**config.mk**
```make
export PLATFORM = sky130hd
export DESIGN_NAME = cpu_sequencer
export DESIGN_NICKNAME = d
export VERILOG_FILES = /design/src/rtl/cpu_pkg.sv /design/src/rtl/cpu_sequencer_pc_counter.sv /design/src/rtl/cpu_sequencer.sv
export SDC_FILE = /design/constraint.sdc
export NUM_CORES = 1
export LEC_CHECK = 0
export BUFFER_PORTS_ARGS = -buffer_cell sky130_fd_sc_hd__buf_2
export CORE_UTILIZATION = 30
export DETAILED_ROUTE_END_ITERATION = 7
export GPL_TIMING_DRIVEN = 0
export MAX_ROUTING_LAYER = met4
export PLACE_DENSITY = 0.58
export SKIP_CTS_REPAIR_TIMING = 1
export SLEW_MARGIN = 20
export SYNTH_ARGS = -nofsm -noshare
export SYNTH_HDL_FRONTEND = slang
export SYNTH_HIERARCHICAL = 1
export SYNTH_SLANG_ARGS = --single-unit
```
**constraint.sdc**
```tcl
create_clock -name clk -period 6.5 [get_ports clk]
set_clock_uncertainty 0.15 [all_clocks]
set_input_delay 0.65 -clock clk [delete_from_list [all_inputs] [get_ports clk]]
set_output_delay 0.65 -clock clk [all_outputs]
set_load 0.05 [all_outputs]
```
**src/rtl/cpu_pkg.sv**
```systemverilog
// Shared types and instruction field layout for the multi-cycle
// fetch/decode/execute sequencer.
package cpu_pkg;

  typedef enum logic [2:0] {
    S_IDLE,
    S_FETCH,
    S_DECODE,
    S_EXECUTE,
    S_WRITEBACK,
    S_PAUSED,
    S_HALTED
  } state_e;

  // opcode sits in the top nibble, operands in the next two
  localparam int OPC_W   = 4;
  localparam int OPR_W   = 4;
  localparam int OP1_LSB = 8;
  localparam int OP2_LSB = 4;

  localparam logic [OPC_W-1:0] HALT_OP_C = 4'hF;

endpackage

```
**src/rtl/cpu_sequencer_pc_counter.sv**
```systemverilog
// Program counter: synchronous clear to zero, increment with silent
// wrap at 2^W-1.
module pc_counter #(
  parameter int W = 8
) (
  input  logic         clk,
  input  logic         rst,
  input  logic         clr_i,
  input  logic         inc_i,
  output logic [W-1:0] pc_o
);

  logic [W-1:0] pc_q;
  logic [W-1:0] pc_d;

  always_comb begin
    pc_d = pc_q;
    if (clr_i) begin
      pc_d = '0;
    end else if (inc_i) begin
      pc_d = pc_q + W'(1);
    end
  end

  always_ff @(posedge clk) begin
    if (rst) begin
      pc_q <= '0;
    end else begin
      pc_q <= pc_d;
    end
  end

  assign pc_o = pc_q;

endmodule

```
**src/rtl/cpu_sequencer.sv**
```systemverilog
// Multi-cycle control sequencer: FETCH/DECODE/EXECUTE/WRITEBACK walk,
// imem req/ack handshake, instruction register, run/step/halt control.
module cpu_sequencer
  import cpu_pkg::*;
#(
  parameter int               PC_W    = 8,
  parameter int               INSTR_W = 16,
  parameter int               RES_W   = 8,
  parameter logic [OPC_W-1:0] HALT_OP = HALT_OP_C
) (
  input  logic               clk,
  input  logic               rst,
  input  logic               start,
  input  logic               step_mode,
  input  logic               step,
  output logic               imem_req,
  output logic [PC_W-1:0]    imem_addr,
  input  logic               imem_ack,
  input  logic [INSTR_W-1:0] imem_rdata,
  output logic [INSTR_W-1:0] instr,
  input  logic [RES_W-1:0]   exe_result,
  output logic [RES_W-1:0]   result,
  output logic               result_valid,
  output logic [PC_W-1:0]    pc,
  output logic [15:0]        retired,
  output logic               busy,
  output logic               halted
);

  state_e               state_q;
  logic [INSTR_W-1:0]   instr_q;
  logic [RES_W-1:0]     result_q;
  logic [15:0]          retired_q;
  logic                 req_q;
  logic                 rv_q;
  logic                 busy_q;
  logic                 halted_q;
  logic [PC_W-1:0]      pc_w;
  logic                 pc_clr;
  logic                 pc_inc;
  logic                 launch;
  logic [OPC_W-1:0]     opcode;

  assign opcode = instr_q[INSTR_W-1 -: OPC_W];
  assign launch = start &&
                  (state_q == S_IDLE || state_q == S_HALTED);
  assign pc_clr = launch;
  assign pc_inc = (state_q == S_WRITEBACK);

  pc_counter #(
    .W(PC_W)
  ) u_pc (
    .clk  (clk),
    .rst  (rst),
    .clr_i(pc_clr),
    .inc_i(pc_inc),
    .pc_o (pc_w)
  );

  always_ff @(posedge clk) begin
    if (rst) begin
      state_q   <= S_IDLE;
      instr_q   <= '0;
      result_q  <= '0;
      retired_q <= '0;
      req_q     <= 1'b0;
      rv_q      <= 1'b0;
      busy_q    <= 1'b0;
      halted_q  <= 1'b0;
    end else begin
      rv_q <= 1'b0;
      unique case (state_q)
        S_IDLE, S_HALTED: begin
          if (launch) begin
            state_q   <= S_FETCH;
            retired_q <= '0;
            req_q     <= 1'b1;
            busy_q    <= 1'b1;
            halted_q  <= 1'b0;
          end
        end
        S_FETCH: begin
          if (imem_ack) begin
            instr_q <= imem_rdata;
            req_q   <= 1'b0;
            state_q <= S_DECODE;
          end
        end
        S_DECODE: begin
          if (opcode == HALT_OP) begin
            state_q  <= S_HALTED;
            busy_q   <= 1'b0;
            halted_q <= 1'b1;
          end else begin
            state_q <= S_EXECUTE;
          end
        end
        S_EXECUTE: begin
          state_q <= S_WRITEBACK;
          rv_q    <= 1'b1;
        end
        S_WRITEBACK: begin
          result_q <= exe_result;
          if (retired_q != 16'hFFFF) begin
            retired_q <= retired_q + 16'd1;
          end
          // a step pulse landing here releases the next fetch at once
          if (step_mode && !step) begin
            state_q <= S_PAUSED;
          end else begin
            state_q <= S_FETCH;
            req_q   <= 1'b1;
          end
        end
        S_PAUSED: begin
          if (step || !step_mode) begin
            state_q <= S_FETCH;
            req_q   <= 1'b1;
          end
        end
        default: begin
          state_q <= S_IDLE;
        end
      endcase
    end
  end

  assign imem_req     = req_q;
  assign imem_addr    = pc_w;
  assign instr        = instr_q;
  assign result       = result_q;
  assign result_valid = rv_q;
  assign pc           = pc_w;
  assign retired      = retired_q;
  assign busy         = busy_q;
  assign halted       = halted_q;

endmodule

```
==> reports/qor.txt, run 1 <==
Crit path kind - flop to flop
Worst EP required - 6.60 ns
Worst min path class - flop to flop
First-pass DRT Iterations - 4
I/O Buffers - 89
DRC violations left - 0
Die height - 94.33 um
Setup slack, reg-to-reg - 4.10 ns
Tot Pwr - 667.0 uW
Final #Nets - 443
Met1 GRT Util - 19.69%
Antenna violations before repair - 0
Global Route met3 Usage - 2.979%
Largest net degree at the start of global routing - 16
Row count - 33
Arrival time at the worst endpoint - 2.50 ns
First-pass GRT wire length - 10.69 mm
Area Growth Syn to Fin - 25.73%
Least-Margin Pin Slew - 0.7086 ns
Synth Register Bits - 55
Die width - 94.33 um
Synth area leader - dfxtp_1
Fmax - 416.5 MHz
Total number of vias - 2,524
Critical-path cell list - buf_4, or3b_1, buf_2, inv_1, buf_4, buf_6, buf_4, nand4_2, or3_1, a21oi_1
Clk_lat worst skew - 0.31 ns
Grt total ovfl - 0
GP Congestion - 0.8700
Most common cell in the netlist - nand2_1
Dpl ws - 4.114 ns
CTS tree - yes
Sequential fraction of the synthesis area - 43.05%
Via-per-instance ratio - 4.882
Worst Path Buf+Inv - 6
Final setup violating endpoints - 0
H-tree levels - 2
DRT antenna net count - 0
Final Max Tran Viols - 0
Avg Cell Area, Syn - 8.119 um^2
Leak pwr - 1.357 nW
Synth top cells by count - nand2_1, dfxtp_1, a21oi_1, clkbuf_1
Netlist cell types - 48
Antenna diodes - 0
Clock sink count - 55
Final setup TNS - 0 ns
GR Util met2 - 25.12%
Prevailing post-synth register cell - dfxtp_1
Crit path max-delay family - buffers and inverters
DR iter-0 viols - 60
EDFF count, synth - 0
Vias in the first global route - 2,295
Total track usage - 15.61%
Worst setup margin - 4.099 ns
Setup repair after global routing missed its margin - no
Post-Syn Nets - 347
Most Used Layer, Global Route - met2
Dpl cells - 509
Fin crit share - 36.93%
Slowest cell delay on critical path - 0.37 ns
Core area - 8217 um^2
Most frequent CP cell - buf_4
Hold Startpoint - instr[8]
Maximum fanout along the worst path - 10
Hpwl dp - 4.917 mm
Synth warn - 6
Deepest clock path buffer count - 2
Reg2reg start - state_q[2]
Yosys top cell area share - 43.05%
Final Non-Filler Cells - 517
Setup crit start - state_q[2]
Post-synth ARST share - 0%
Reg clk slew, reported paths - 0.10 ns
Io pins - 90
Cells after Synth - 315
Slowest CP cell - or3_1
CTS root buffer - clkbuf_8
Total CTS buffers - 5
Max_cap viols - 0
Crit end category - flop
Layout cells sized above 1 - 27.43%
Mapped Area - 2557 um^2
Outcome - completed
# fillers - 885
Final hold vios - 0
Slew HR - 52.76%
Initial Util - 31.13%
Max VDD drop - 107.8 uV
PwrDens - 207.4 nW/um^2
Post-Route WL - 6.606 mm
Detail-routed net length per standard cell - 12.78 um
Die ar. - 8898 um^2
Fin crit period - 2.401 ns
CP Launch Type - flop
Synth top area cells - dfxtp_1, nand2_1, a21oi_1
[power by group]
part,internal (mW),switching (mW)
Combinational,0.0354,0.0859
Clock,0.0761,0.110
Sequential,0.350,0.00989
Total,0.461,0.206
[worst reg2reg max path, stage by stage (launching register included)]
cell and delay, ns:
dfxtp_1 0.32, buf_4 0.15, or3b_1 0.34, buf_2 0.17, inv_1 0.08, buf_4 0.16
buf_6 0.16, buf_4 0.16, nand4_2 0.13, or3_1 0.37, a21oi_1 0.14
[final cells by class]
class	instances	area, um^2	share of cell area [%]
clock inverters	1	5.005	0.1556
flip-flops and latches	55	1101	34.24
well taps	105	131.4	4.086
repair buffers	89	445.4	13.85
inverters	11	41.29	1.284
clock buffers	7	76.32	2.374
multi-input cells	221	1259	39.14
plain buffers	28	156.4	4.864
[state kept, by name, indices dropped and copies added (netlist names)]
| register | cells |
|---|---|
| halted | 1 |
| result_valid | 1 |
| retired | 16 |
| imem_req | 1 |
| instr | 16 |
| state_q | 3 |
| result | 8 |
| u_pc/pc_o | 8 |
| busy | 1 |
[worst paths after layout]
check,end,depth (start not counted)
min reg2reg,instr[8],2
min,instr[8],2
max,u_pc/pc_o[7],10
max reg2reg,u_pc/pc_o[7],10
[stage by stage]
step                      util (%)  area [um^2]  hold slack [ns]
after floorplan                  -         2557           0.4402
after global placement       38.15         3134           0.2900
after detailed placement     38.15         3134           0.2941
after CTS                    39.14         3216           0.3082
after global routing         39.14         3216           0.3319
final                        39.14         3216           0.3083
[per-layer routing]
layer,up-vias,part of all wire (%)
met1,1133,48
met5,-,0
met3,8,5.0
met2,79,46
li1,1304,-
met4,0,1.2
[cell usage in the layout (no fill, tap or decap), types with 2 or more instances in the layout]
master / n
o211ai_1: 4
clkbuf_8: 5
a31oi_1: 5
o21a_1: 4
o311ai_0: 2
xnor2_1: 2
nand3_1: 9
nand2b_1: 2
nor2_1: 10
a21oi_1: 36
nand4_1: 6
nor3_1: 4
buf_4: 11
nand2_1: 63
buf_2: 91
nor2b_1: 2
a211oi_1: 7
dfxtp_1: 55
clkbuf_1: 15
and4_1: 4
o21ai_0: 9
a41oi_1: 2
ha_1: 2
nor4_1: 2
a221oi_1: 4
and3_1: 6
nor3b_1: 3
inv_1: 11
or3_1: 8
a311oi_1: 2
a22oi_1: 2
mux2i_1: 4
xor2_1: 3
[cell families (layout without fill, tap and decap cells)]
family / count (synthesis) / count (layout) / synth area share, %
XOR/XNOR: 5 / 5 / 1.713
flip-flops: 55 / 55 / 43.05
AND/OR/NAND/NOR: 126 / 126 / 24.27
multiplexers: 4 / 4 / 1.566
AO/OA/AOI/OAI: 84 / 84 / 20.70
adder cells (fa/ha/maj): 2 / 2 / 0.9783
buffers and inverters: 39 / 136 / 7.730
(Power assumes the default switching activity.)
==> run 2: changes to the inputs <==
Clock period 6.5 ns to 2.5 ns, I/O delays scaled along.
==> reports/qor.txt, run 2 (same netlist as run 1, synthesis figures left out) <==
Slowest cell delay on critical path - 0.36 ns
Fin crit share - 92.60%
Least-Margin Pin Slew - 0.7110 ns
Die height - 94.33 um
Arrival time at the worst endpoint - 2.41 ns
# fillers - 884
Layout cells sized above 1 - 27.25%
H-tree levels - 2
Most Used Layer, Global Route - met2
Final Max Tran Viols - 0
First-pass DRT Iterations - 4
Met1 GRT Util - 19.69%
Die ar. - 8898 um^2
Most common cell after layout, fill and taps aside - buf_2
Slew HR - 52.60%
GR Util met2 - 25.12%
Total number of vias - 2,525
Initial Util - 31.13%
Global Route met3 Usage - 2.979%
PwrDens - 540.4 nW/um^2
Grt total ovfl - 0
Fmax - 432.0 MHz
Largest net degree at the start of global routing - 16
Vias in the first global route - 2,295
Crit end category - flop
Most frequent CP cell - buf_4
Final #Nets - 442
GP Congestion - 0.8700
Tot Pwr - 1.736 mW
Detail-routed net length per standard cell - 12.81 um
Multi-input gate area - 1267 um^2
I/O Buffers - 89
Commonest cells after routing, fill and taps aside - buf_2, nand2_1, dfxtp_1
Antenna diodes - 0
Final setup TNS - 0 ns
CTS tree - yes
Final setup violating endpoints - 0
Reg2reg start - state_q[2]
Total track usage - 15.61%
Setup crit start - state_q[2]
Antenna violations before repair - 0
DR iter-0 viols - 85
Crit path kind - flop to flop
Via-per-instance ratio - 4.893
CP Launch Type - flop
Total CTS buffers - 5
Row count - 33
Reg area - 1101 um^2
Hold Startpoint - exe_result[7]
Final hold vios - 0
Leak pwr - 1.357 nW
Die width - 94.33 um
Clock sink count - 55
Hpwl dp - 4.917 mm
Slowest CP cell - or3_1
DRC violations left - 0
CTS root buffer - clkbuf_8
Outcome - completed
Io pins - 90
DRT antenna net count - 0
Reg clk slew, reported paths - 0.10 ns
Core area - 8217 um^2
Fin crit period - 2.315 ns
Final core occ - 39.10%
Max_cap viols - 0
Max VDD drop - 280.3 uV
Worst EP required - 2.60 ns
Post-Route WL - 6.609 mm
Critical-path cell list - buf_4, or3b_1, buf_2, inv_1, buf_4, buf_4, nand4_4, or3_1, a21oi_1
Area Growth Syn to Fin - 25.64%
Deepest clock path buffer count - 2
Worst min path class - input port to flop
First-pass GRT wire length - 10.69 mm
Clk_lat worst skew - 0.31 ns
Maximum fanout along the worst path - 19
Dpl cell area - 3134 um^2
Post-route cell area - 3213 um^2
==> run 2: cell count changes in the layout (fill, tap and decap cells not counted) <==
cell,change
nand4_4,+1
nand4_2,-1
buf_6,-1
==> run 2: final cells by class <==
cell class,count,area share (%)
multi-input combinational,221,39.45
sequential,55,34.27
timing repair buffer,89,13.86
buffer,27,4.517
tap,105,4.089
clock buffer,7,2.375
inverter,11,1.285
clock inverter,1,0.1558
==> run 2: path summary, 6_finish.rpt <==
kind	to	slack, ns	cells after the start
hold / removal	result[7]	0.02	3
hold reg to reg	instr[8]	0.31	2
setup / recovery	u_pc/pc_o[5]	0.18	9
setup reg to reg	u_pc/pc_o[5]	0.18	9
==> run 2: layer usage <==
metal  up-vias  part of all wire [%]
met4         0                   1.2
met3         7                   4.7
met1      1147                    48
met2        72                    46
met5         -                     0
li1       1299                     -
==> run 2: where the power goes <==
part / switching [mW] / internal (mW) / leakage (nW)
combinational: 0.223 / 0.0911 / 0.870
sequential: 0.0259 / 0.909 / 0.445
clock: 0.289 / 0.198 / 0.0422
total: 0.539 / 1.20 / 1.36
==> run 2: worst max-delay path, delay by kind of cell (launching register included) <==
family	cells	cell delay, ns
buffers and inverters	5	0.83
and+or+nand+nor	3	0.80
DFF	1	0.32
AOI/OAI and AO/OA	1	0.14
==> run 2: per-stage QoR <==
step	std cells	hold WS [ns]	setup WS (ns)
finish	516	0.01707	0.1850
global route	516	0.003837	-0.0006646
CTS	517	0.006060	0.09336
detailed placement	509	0.2941	0.1139
global placement	509	0.2900	0.1410
floorplan	315	0.2360	0.3083
